===== config.mk =====
export PLATFORM = sky130hd
export DESIGN_NAME = uart_tx
export DESIGN_NICKNAME = d
export VERILOG_FILES = /design/src/rtl/uart_tx.sv
export SDC_FILE = /design/constraint.sdc
export NUM_CORES = 1
export LEC_CHECK = 0
export ABC_AREA = 1
export CORE_MARGIN = 5
export CORE_UTILIZATION = 59
export DETAILED_ROUTE_END_ITERATION = 8
export PLACE_DENSITY = 0.88
export SYNTH_ARGS = -nofsm -noshare
export SYNTH_HDL_FRONTEND = slang
export SYNTH_SLANG_ARGS = --single-unit

===== constraint.sdc =====
create_clock -name clk -period 2.9 [get_ports clk]
set_input_delay 0.87 -clock clk [delete_from_list [all_inputs] [get_ports clk]]
set_output_delay 0.87 -clock clk [all_outputs]
set_load 0.02 [all_outputs]

===== src/rtl/uart_tx.sv =====
// UART transmitter: start bit, DATA_WIDTH data bits LSB first, optional parity, one stop bit.
// Every bit is held for Prescale clocks; Prescale=0 means 64 clocks per bit.
module uart_tx #(
  parameter int DATA_WIDTH = 8
) (
  input  logic                  clk,
  input  logic                  rst,
  input  logic [DATA_WIDTH-1:0] P_DATA,
  input  logic                  Data_Valid,
  input  logic                  PAR_EN,
  input  logic                  PAR_TYP,
  input  logic [5:0]            Prescale,
  output logic                  TX_OUT,
  output logic                  busy
);

  localparam int CNT_W = (DATA_WIDTH > 1) ? $clog2(DATA_WIDTH) : 1;
  localparam logic [CNT_W-1:0] LAST_BIT = CNT_W'(DATA_WIDTH - 1);

  localparam logic [2:0] S_IDLE   = 3'd0;
  localparam logic [2:0] S_START  = 3'd1;
  localparam logic [2:0] S_DATA   = 3'd2;
  localparam logic [2:0] S_PARITY = 3'd3;
  localparam logic [2:0] S_STOP   = 3'd4;

  logic [2:0]            r_state;
  logic [5:0]            r_edge_cnt;
  logic [CNT_W-1:0]      r_bit_cnt;
  logic [DATA_WIDTH-1:0] r_data;
  logic                  r_par_en;
  logic                  r_parity;
  logic [5:0]            r_prescale;
  logic                  r_tx;
  logic                  r_busy;

  logic [5:0]            w_presc_m1;
  logic                  w_bit_done;
  logic [5:0]            w_next_cnt;
  logic [CNT_W-1:0]      w_bit_nxt;

  // Prescale=0 makes w_presc_m1 = 63, so the 6-bit counter's natural wrap gives 64 clocks.
  assign w_presc_m1 = r_prescale - 6'd1;
  assign w_bit_done = (r_edge_cnt == w_presc_m1);
  assign w_next_cnt = w_bit_done ? 6'd0 : r_edge_cnt + 6'd1;
  assign w_bit_nxt  = r_bit_cnt + 1'b1;

  assign TX_OUT = r_tx;
  assign busy   = r_busy;

  // NOTE: non-blocking assignments only, so every flop samples pre-edge values regardless of statement order.
  always_ff @(posedge clk or negedge rst) begin
    if (!rst) begin
      r_state    <= S_IDLE;
      r_edge_cnt <= '0;
      r_bit_cnt  <= '0;
      r_data     <= '0;
      r_par_en   <= 1'b0;
      r_parity   <= 1'b0;
      r_prescale <= '0;
      r_tx       <= 1'b1;
      r_busy     <= 1'b0;
    end else begin
      case (r_state)
        S_IDLE: begin
          r_edge_cnt <= '0;
          r_bit_cnt  <= '0;
          r_tx       <= 1'b1;
          r_busy     <= 1'b0;
          if (Data_Valid) begin
            r_data     <= P_DATA;
            r_par_en   <= PAR_EN;
            r_parity   <= (^P_DATA) ^ PAR_TYP;
            r_prescale <= Prescale;
            r_state    <= S_START;
            r_tx       <= 1'b0;
            r_busy     <= 1'b1;
          end
        end
        S_START: begin
          r_edge_cnt <= w_next_cnt;
          if (w_bit_done) begin
            r_state   <= S_DATA;
            r_bit_cnt <= '0;
            r_tx      <= r_data[0];
          end
        end
        S_DATA: begin
          r_edge_cnt <= w_next_cnt;
          if (w_bit_done) begin
            if (r_bit_cnt == LAST_BIT) begin
              r_state <= r_par_en ? S_PARITY : S_STOP;
              r_tx    <= r_par_en ? r_parity : 1'b1;
            end else begin
              r_bit_cnt <= w_bit_nxt;
              r_tx      <= r_data[w_bit_nxt];
            end
          end
        end
        S_PARITY: begin
          r_edge_cnt <= w_next_cnt;
          if (w_bit_done) begin
            r_state <= S_STOP;
            r_tx    <= 1'b1;
          end
        end
        S_STOP: begin
          r_edge_cnt <= w_next_cnt;
          if (w_bit_done) begin
            r_state <= S_IDLE;
            r_tx    <= 1'b1;
            r_busy  <= 1'b0;
          end
        end
        default: begin
          r_state <= S_IDLE;
          r_tx    <= 1'b1;
          r_busy  <= 1'b0;
        end
      endcase
    end
  end

endmodule


* Yosys cells after proc, flatten, opt, wreduce, memory -nomap -nowiden *
Cells that the tools add are included.

operators by class
  $add $sub $neg = 3
  magnitude comparators = 1
  equality and inequality tests = 14
  mux-type cells = 25
  bitwise gates (word level) = 2
  reductions and logical operators = 12

operators by type and width
  kind                   number
  $mux W3                9
  $pmux W3 S5            1
  $ne A2 B2 Y1 const B   7
  $pmux W6 S2            1
  $mux W1                9
  $pmux W3 S3            1
  $reduce_xor A8 Y1      1
  $add A6 B1 Y6 const B  1
  $eq A3 B2 Y1 const B   2
  $eq A3 B3 Y1 const B   2
  $eq A6 B6 Y1           1
  $mux W6                1
  $reduce_and A6 Y1      1
  $sub A6 B1 Y6 const B  1
  $lt A3 B4 Y1 const B   1
  $pmux W1 S4            1
  $reduce_and A2 Y1      2
  $reduce_and A4 Y1      1
  $reduce_or A4 Y1       1
  $add A3 B1 Y3 const B  1
  $bmux W1 S3            1
  $eq A3 B1 Y1 const B   1
  $logic_not A3 Y1       1
  $pmux W1 S3            1
  other kinds (8)        8

word-level totals
  flip-flop bits (word level) = 30

* Longest topological paths before layout *
  word-level depth = 6
  depth in mapped cells = 14
  gate-level depth less buffers = 13

* Worst setup path after synthesis *
OpenSTA, ideal clock, no wires.

  path type = input -> register
  from = input P_DATA[0]
  to = register r_parity
  library setup time = 117 ps
  arrival = 1,558 ps
  slack = 1,225 ps
  cell stages on the path = 8
  buffers on the path = 0
  cells stage by stage = xnor2_1 or2_2 nand2_1 nand2_1 nand2_1 nand2_1 nand3_1 nand2_1

on the way
  cells in the longest elaborated chain, start to end = 2

ends and longest elaborated chain
  what                    line  RTL
  start: declaration      8     input logic [DATA_WIDTH-1:0] P_DATA,
  $reduce_xor A8 Y1       72    r_parity <= (^P_DATA) ^ PAR_TYP;
  $xor A1 B1 Y1           72
  end signal: assignment  72
  end: declaration        31    logic r_parity;

No other way between the ends.
A chain may end at the register's enable or synchronous reset.

* Worst setup path in the final report *
  from = register r_tx (netlist: TX_OUT)
  to = output TX_OUT

RTL lines
  what                      line  RTL
  start: declaration        33    logic r_tx;
  start signal: assignment  84    r_tx <= r_data[0];
  start signal: assignment  92    r_tx <= r_par_en ? r_parity : 1'b1;
  start signal: assignment  95    r_tx <= r_data[w_bit_nxt];
  end: declaration          13    output logic TX_OUT,

No word-level cell between the ends.

==> flow_summary.yaml <==
synth:
  ys_seq_area_share_pct: 42.62
  syn_nets: 269
  postSynthCellCount: 246
  avgSynthCellArea_sq_um: 7.172
  yosysWarnings: 0
  synth_edf_count: 0
  async_reset_ff_share_pct: 100.0
  synthesis.area_sq_um: 1764
  ys_ff_latch: 30
  synth_ff_type: "dfrtp_1"
  ys_types: 25
critical_path:
  critical_path.cell_chain: "clkdlybuf4s50_1"
  critPathRequiredTime_ns: 2.03
  slowest_delay_ns: 0.59
  endpoint_kind: "output port"
  slowest_stage: "clkdlybuf4s50_1"
  cp_max_fo: 2
  reg2reg_setup_slack_ns: 1.09
  startpoint_type: "register"
  critPathArrivalTime_ns: 1.46
  worstSetupPathType: "register to output port"
  crit_family: "buffers and inverters"
  critPathBufInv: 1
timing:
  slew_headroom_pct: 75.51
  min_period_over_period_pct: 80.25
  fin_skew_ns: 0.009743
  fmax_mhz: 429.7
  rsz0062_at_grt: "false"
  fin_crit_ns: 2.327
  worst_slew_pin_slew_ns: 0.3674
  slew_viol_final: 0
  setup_viol: 0
  hold_viol: 0
  fin_tns_setup_ns: 0
cells_and_area:
  drive_above_1_share_pct: 8.791
  diodes: 0
  fin_area_sq_um: 2073
  final_cell_mix: "nand2_1, dfrtp_1, inv_1"
  finalNetCount: 295
  final_common_cell: "nand2_1"
  areaGrowthSynthToFinish_pct: 17.52
drt:
  via_per_inst: 5.155
  dr.pass1.iters: 4
  via_count: 1567
  routed_wl_um: 3336
  wl_per_cell_um: 10.97
  drtIter0Drc: 79
  remaining_drc_errors: 0
  ant_nets: 0
clocking:
  cts_tree: "done"
  clockBufferDepth: 2
  clk_latency_ns: 0.34
  cts_sinks: 30
  cts_resized: 0
  clk_pin_slew_ns: 0.09
  cts_max_level: 2
  hold_buffers: 0
  numCtsBuffers: 5
  cts_root_buf: "clkbuf_4"
  post_cts_buffers: 0
min_path:
  min_path_type: "register to register"
power_and_ir_drop:
  intPower_mw: 1.111
  swShare_pct: 43.92
  comb_power_share_pct: 47.6
  clock_power_share_pct: 15.3
  p_leak_nw: 1.055
  seq_power_share_pct: 37.1
  vdd.ir_drop.worst_v: 0.0006236
  switching_power_mw: 0.8705
  p_per_area_nw_per_um2: 955.9
global_route:
  grt_pass1_vias: 1421
  grt_pass1_wl_um: 5996
  grt_start_max_net_pins: 31
  grt-ovfl-total: 0
  track_usage_pct: 18.60
  antenna_found_initial: 0
run_status:
  status: "completed"
job:
  cap_viol_max_count: 0
place:
  place_area_sq_um: 1994
  dp_hpwl_um: 2588
  portBuffers: 20
  gp_congestion: 0.8710
floorplan:
  die_x_um: 64.68
  rows: 19
  ios: 21
  initial_utilization_pct: 62.89
  dieHeight_um: 64.68
  die_area_sq_um: 4184
  coreArea_sq_um: 2805
==> synth_stat cells, drive strengths merged, types with 3 or more instances <==
cell   instances  share of area [%]
nor2          23                5.6
o21ai         18                5.1
nand3         21                6.2
inv           30                6.4
dfrtp         29                 41
a21oi          6                1.7
xnor2          7                3.5
buf            3                1.3
xor2           3                1.5
nand2         92                 20
ha             4                2.8
==> metal layers <==
metal,GRT usage [%],vias to the layer above,share of wire (%)
met3,5.181,6,5.1
met5,0,-,0
met1,24.39,701,49
met2,28.61,36,44
met4,8.707,0,2.2
li1,-,824,-
==> kinds of logic after synthesis <==
group,synth area share (%)
flip-flops,42.62
buffers and inverters,7.730
XOR/XNOR,4.965
AO/OA/AOI/OAI,8.368
adder cells (fa/ha/maj),2.837
AND/OR/NAND/NOR,33.48
==> registers in the layout, summed over array words and instances (netlist names) <==
register	flops
r_bit_cnt	3
r_data	8
r_state	3
r_edge_cnt	6
r_parity	1
busy	1
r_par_en	1
TX_OUT	1
r_prescale	6
==> path summary, 6_finish.rpt <==
check	from	end	cells past startpoint
setup reg to reg	r_prescale[0]$_DFFE_PN0P_	r_state[1]$_DFFE_PN0P_	13
max in group asynchronous	rst	TX_OUT$_DFFE_PN1P_	2
hold reg to reg	r_data[7]$_DFFE_PN0P_	r_data[7]$_DFFE_PN0P_	2
min in group asynchronous	rst	r_prescale[2]$_DFFE_PN0P_	2
hold / removal	r_data[7]$_DFFE_PN0P_	r_data[7]$_DFFE_PN0P_	2
setup / recovery	TX_OUT$_DFFE_PN1P_	TX_OUT	1
==> power groups by stage <==
stage | Combinational, mW | Clock [mW] | Sequential (mW)
after floorplan | 0.748 | 0 | 0.720
after global placement | 0.916 | 0 | 0.737
final | 0.943 | 0.304 | 0.734
after CTS | 0.945 | 0.311 | 0.732
after detailed placement | 0.940 | 0 | 0.741
after global routing | 1.10 | 0.334 | 0.761
==> final cells by class <==
type	count	area [sq um]
multi-input cells	183	875.8
well taps	31	38.79
flip-flops and latches	30	752.0
inverters	30	112.6
fillers	221	732.0
repair buffers	22	215.2
clock buffers	8	78.83
==> metrics by stage <==
stage | std cells | util [%] | hold slack, ns | setup WS [ns] | total power [mW]
global placement | 296 | 71.10 | 0.4555 | 0.7385 | 1.653
detailed placement | 296 | 71.10 | 0.4664 | 0.6995 | 1.681
global route | 304 | 73.91 | 0.5137 | 0.5148 | 2.199
CTS | 304 | 73.91 | 0.4890 | 0.5536 | 1.988
floorplan | 246 | - | 0.4366 | 1.225 | 1.468
finish | 304 | 73.91 | 0.4824 | 0.5727 | 1.982
Note: power is estimated with default switching activity, not from simulation.
